`src/rtl/hazard_stall_unit.sv`:
```
// Pipeline hazard/stall control: load-use bubbles, I/D-memory wait freezes, branch flush sequencing
// and saturating stall-cycle performance counters.
module hazard_stall_unit #(
  parameter int CNT_W     = 32,
  parameter int DWAIT_MAX = 255
) (
  input  logic             clk,
  input  logic             rst,
  input  logic             id_ex_mem_read,
  input  logic [4:0]       id_ex_dest,
  input  logic [4:0]       if_id_src1,
  input  logic [4:0]       if_id_src2,
  input  logic             if_id_use1,
  input  logic             if_id_use2,
  input  logic             imem_req,
  input  logic             imem_resp,
  input  logic             dmem_req,
  input  logic             dmem_resp,
  input  logic             br_taken,
  input  logic             cnt_clear,
  output logic             stall_pc,
  output logic             stall_if_id,
  output logic             bubble_id_ex,
  output logic             freeze_back,
  output logic             flush_if_id,
  output logic             dmem_timeout,
  output logic [CNT_W-1:0] load_use_cnt,
  output logic [CNT_W-1:0] mem_stall_cnt
);

  localparam int DW_W = $clog2(DWAIT_MAX + 1);

  typedef enum logic [1:0] {RUN = 2'd0, DWAIT = 2'd1, IWAIT = 2'd2} state_e;

  state_e            state_q, state_d;
  logic              pend_flush_q, pend_flush_d;
  logic [CNT_W-1:0]  lu_cnt_q, lu_cnt_d;
  logic [CNT_W-1:0]  ms_cnt_q, ms_cnt_d;
  logic [DW_W-1:0]   dwait_cnt_q, dwait_cnt_d;

  logic freeze_s, iwait_s, stall_pc_s, stall_if_id_s, bubble_s, flush_s, lu_inc_s;
  logic dmiss_s, imiss_s, load_use_s, timeout_s;

  assign dmiss_s    = dmem_req & ~dmem_resp;
  assign imiss_s    = imem_req & ~imem_resp;
  assign load_use_s = id_ex_mem_read & (id_ex_dest != 5'd0) &
                      ((if_id_use1 & (id_ex_dest == if_id_src1)) |
                       (if_id_use2 & (id_ex_dest == if_id_src2)));

  // Next-state and Mealy stall/flush decode
  always_comb begin
    state_d       = state_q;
    freeze_s      = 1'b0;
    iwait_s       = 1'b0;
    flush_s       = 1'b0;
    lu_inc_s      = 1'b0;
    case (state_q)
      RUN: begin
        if (dmiss_s) begin
          freeze_s = 1'b1;
          state_d  = DWAIT;
        end else if (imiss_s) begin
          iwait_s = 1'b1;
          state_d = IWAIT;
        end else begin
          state_d = RUN;
        end
      end
      DWAIT: begin
        if (!dmem_resp) begin
          freeze_s = 1'b1;
        end else if (imiss_s) begin
          iwait_s = 1'b1;
          state_d = IWAIT;
        end else begin
          state_d = RUN;
        end
      end
      IWAIT: begin
        if (dmiss_s) begin
          freeze_s = 1'b1;
          state_d  = DWAIT;
        end else if (!imem_resp) begin
          iwait_s = 1'b1;
        end else begin
          state_d = RUN;
        end
      end
      default: state_d = RUN;
    endcase

    stall_pc_s    = freeze_s | iwait_s;
    stall_if_id_s = freeze_s;
    bubble_s      = iwait_s;
    // A flush (new or pending) discards the ID instruction, so a load-use stall on it is moot
    if (!freeze_s) begin
      if (br_taken | pend_flush_q) begin
        flush_s  = 1'b1;
        bubble_s = 1'b1;
      end else if (load_use_s) begin
        stall_pc_s    = 1'b1;
        stall_if_id_s = 1'b1;
        bubble_s      = 1'b1;
        lu_inc_s      = 1'b1;
      end else begin
        lu_inc_s = 1'b0;
      end
    end else begin
      flush_s = 1'b0;
    end
  end

  assign timeout_s = (state_q == DWAIT) && (dwait_cnt_q == DW_W'(DWAIT_MAX - 1));

  // Pending flush, counters and DWAIT timer next values
  always_comb begin
    if (freeze_s && br_taken)  pend_flush_d = 1'b1;
    else if (!freeze_s)        pend_flush_d = 1'b0;
    else                       pend_flush_d = pend_flush_q;

    if (state_q == DWAIT && state_d == DWAIT && dwait_cnt_q != DW_W'(DWAIT_MAX))
      dwait_cnt_d = dwait_cnt_q + DW_W'(1);
    else if (state_q == DWAIT && state_d == DWAIT)
      dwait_cnt_d = dwait_cnt_q;
    else
      dwait_cnt_d = '0;

    if (cnt_clear)                          lu_cnt_d = '0;
    else if (lu_inc_s && lu_cnt_q != '1)    lu_cnt_d = lu_cnt_q + CNT_W'(1);
    else                                    lu_cnt_d = lu_cnt_q;

    if (cnt_clear)                                         ms_cnt_d = '0;
    else if ((freeze_s | iwait_s) && ms_cnt_q != '1)       ms_cnt_d = ms_cnt_q + CNT_W'(1);
    else                                                   ms_cnt_d = ms_cnt_q;
  end

  // State and counter registers
  always_ff @(posedge clk or negedge rst) begin
    if (!rst) begin
      state_q      <= RUN;
      pend_flush_q <= 1'b0;
      lu_cnt_q     <= '0;
      ms_cnt_q     <= '0;
      dwait_cnt_q  <= '0;
    end else begin
      state_q      <= state_d;
      pend_flush_q <= pend_flush_d;
      lu_cnt_q     <= lu_cnt_d;
      ms_cnt_q     <= ms_cnt_d;
      dwait_cnt_q  <= dwait_cnt_d;
    end
  end

  assign stall_pc      = rst & stall_pc_s;
  assign stall_if_id   = rst & stall_if_id_s;
  assign bubble_id_ex  = rst & bubble_s;
  assign freeze_back   = rst & freeze_s;
  assign flush_if_id   = rst & flush_s;
  assign dmem_timeout  = rst & timeout_s;
  assign load_use_cnt  = lu_cnt_q;
  assign mem_stall_cnt = ms_cnt_q;

endmodule
```
`config.mk`:
```
export PLATFORM = sky130hd
export DESIGN_NAME = hazard_stall_unit
export DESIGN_NICKNAME = d
export VERILOG_FILES = /design/src/rtl/hazard_stall_unit.sv
export SDC_FILE = /design/constraint.sdc
export NUM_CORES = 1
export LEC_CHECK = 0
export CAP_MARGIN = 10
export CORE_MARGIN = 1
export CORE_UTILIZATION = 45
export DETAILED_ROUTE_END_ITERATION = 10
export PLACE_DENSITY = 0.77
export SYNTH_ARGS = -nofsm -noshare
export SYNTH_HDL_FRONTEND = slang
export SYNTH_SLANG_ARGS = --single-unit
export TNS_END_PERCENT = 30
```
`constraint.sdc`:
```
create_clock -name clk -period 2.8 [get_ports clk]
set_input_delay 0.84 -clock clk [delete_from_list [all_inputs] [get_ports clk]]
set_output_delay 0.84 -clock clk [all_outputs]
set_load 0.03 [all_outputs]
```
==> run metrics <==
Final Cell Area 5700 sq um; status finished, violations left; ANT cells 0; Clock Root Buffer clkbuf_8; final wirelength 10400 um; post-route ant nets 0; H-tree levels 3; Distinct cells, synth between 40 and 50; CTS buffer count 9; Crit path arrival time 2.31 ns; Synth Net Count 492; average size of a mapped cell 9.00 sq um; Setup Crit Path Kind primary input to primary output; Cells after Synth approximately 460; vias slightly below 4000; maximum vdd ir drop around 0.27 mV; commonest non-fill, non-tap cell in the layout dfrtp_1; hold slack 0.539 ns; Net Sw Frac 0.230; most frequent cells in the layout dfrtp_1, clkdlybuf4s50_1, nor2_1; Yosys warnings 0; PortBufs 95; combinational power share 0.096; DP Wirelength approximately 7400 um; PwrDens 405 nW/um^2; RSZ-0062 raised after global routing true; Netlist Area Pre-Place 4160 sq um; CTS sink cnt 75; Final Power 2.31 mW; largest net degree at the start of global routing between 50 and 60; sw power 0.531 mW; initial antenna violation count 0; clock tree from TritonCTS done; FF-to-FF path depth 7; area delta synth->final 37.0%; Die Ht 98.1 um; initial drt markers between 150 and 200; CTS Buffer Depth 2; fin nets 606; internal power 1.78 mW; Max Cap Viol 0; grt total ovfl 0; Worst Skew 0.00988 ns; Max Fclk 317 MHz; First-pass DRT Iterations 8; Tcrit/Tclk final 1.13; sequential fraction of the synthesis area 0.452; mean routed wirelength per cell 15.1 um; Placed Area between 5000 and 6000 sq um; Worst Setup Slack, final -0.352 ns; via/cell ratio 5.64; Filler cells 743; die width 98.1 um; Crit Path Max Fanout 2; vias in the first global route 3740; Worst EP required 1.96 ns; Remaining DRCs 7; post-layout minimum cycle time 3.15 ns; Max transition margin 0.567; Reg power frac 0.478; Worst setup SP type primary input; global-route wire length before repair 17500 um; Reg clk slew, reported paths around 0.080 ns; Crit. End Element primary output; violations in the final reports design-rule violations, negative setup slack; Core Box Area 8850 sq um; Post-synth EDFFs 0; Final Hold Viols 0; Final setup viols 4; r2r startpoint load_use_cnt[0]; top_reg_cell synth dfrtp_1; Worst-Margin Slew 0.650 ns; Cell Rows 34; Async S/R FF share, synth 1.00; Final Max Slew Viols 0; Setup Total Neg Slack -1.10 ns; FF-to-FF setup slack 0.46 ns; I/O pin cnt 96; GRT Total Usage 0.224; reg2reg end load_use_cnt[22]; Initial Utilization 0.470; number of synthesized register bits 75; Place WS -0.908 ns; HP Class primary input to async pin; layout cells sized above 1 0.153; die area 9620 sq um; Clk network pwr share 0.426; post-cts hold buffer count 0; Leakage 2.18 nW; Clock Latency Late Sink 0.35 ns; gp weighted congestion 0.833
-- worst max-delay path, cell delays in order --
cell,delay [ns]
buf_6,0.09
buf_6,0.12
xnor2_4,0.13
nand4_1,0.14
o22ai_2,0.26
nand2b_4,0.07
or3_4,0.37
a21boi_4,0.14
buf_6,0.14
-- cell type report --
type / instances / area [sq um] / area share
Multi-Input combinational cell: 362 / 2300 / 0.404
Inverter: 7 / 28.8 / 0.00505
Sequential cell: 75 / 1880 / 0.330
Clock buffer: 10 / 128 / 0.0224
Clock inverter: 5 / 103 / 0.0180
Tap cell: 108 / 135 / 0.0237
Timing Repair Buffer: 121 / 1120 / 0.197
-- flip-flops by register name, indices dropped and copies added (netlist names) --
register / cells
dwait_cnt_q: 8
load_use_cnt: 32
mem_stall_cnt: 32
pend_flush_q: 1
state_q: 2
-- cells in the mapped netlist, drive strengths merged (5+ instances only) --
cell type / number / area [sq um]
a21oi: 35 / 175
and3: 10 / 62.6
and4: 10 / 87.6
buf: 5 / 37.5
clkbuf: 13 / 50.0
dfrtp: 75 / 1880
inv: 7 / 26.3
nand2: 31 / 116
nand3: 24 / 125
nand4: 21 / 131
nor2: 47 / 176
nor3: 20 / 105
nor4: 9 / 62.6
o21ai: 37 / 185
or3: 35 / 224
xnor2: 36 / 315
-- power groups by stage --
stage | Combinational (mW) | Clock (mW) | Sequential, mW
3_3_place_gp | 0.200 | 0 | 1.12
5_1_grt | 0.240 | 1.04 | 1.10
6_report | 0.222 | 0.984 | 1.10
4_1_cts | 0.212 | 1.00 | 1.10
3_5_place_dp | 0.205 | 0 | 1.12
2_1_floorplan | 0.0822 | 0 | 1.13
-- cells by family (layout without fill, tap and decap cells) --
group / after synthesis / after routing / synth area share
adders and majority gates: 4 / 4 / 0.0120
and+or+nand+nor: 230 / 230 / 0.305
xor gates and xnor gates: 40 / 40 / 0.0843
muxes: 3 / 3 / 0.00753
DFF: 75 / 75 / 0.452
AOI/OAI and AO/OA: 85 / 85 / 0.112
buffers and inverters: 25 / 143 / 0.0274
-- timing repair --
item,in CTS,in global routing
setup buffers,1,3
setup endpoints to repair,4,12
resized for setup,73,15
pin swaps,16,7
-- worst max path at each step --
stage	slack (ns)	from	cells after the start	endpoint
finish	-0.35	id_ex_dest[2]	9	stall_pc
global route	-0.44	id_ex_dest[2]	9	stall_if_id
CTS	-0.35	id_ex_dest[2]	9	stall_pc
detailed placement	-0.91	id_ex_dest[2]	8	bubble_id_ex
global placement	-0.89	id_ex_dest[1]	6	bubble_id_ex
floorplan	-0.04	id_ex_dest[1]	6	stall_if_id
-- through the flow --
stage / utilization / cells
finish: 0.644 / 688
global route: 0.644 / 688
detailed placement: 0.604 / 669
CTS: 0.635 / 685
global placement: 0.604 / 669
floorplan: - / 462
-- routing by layer --
layer	track usage	share of wire
met2	0.379	0.48
met1	0.296	0.45
met4	0.0641	0.0099
met3	0.0387	0.057
met5	0	0
Note: power is estimated with default switching activity, not from simulation.
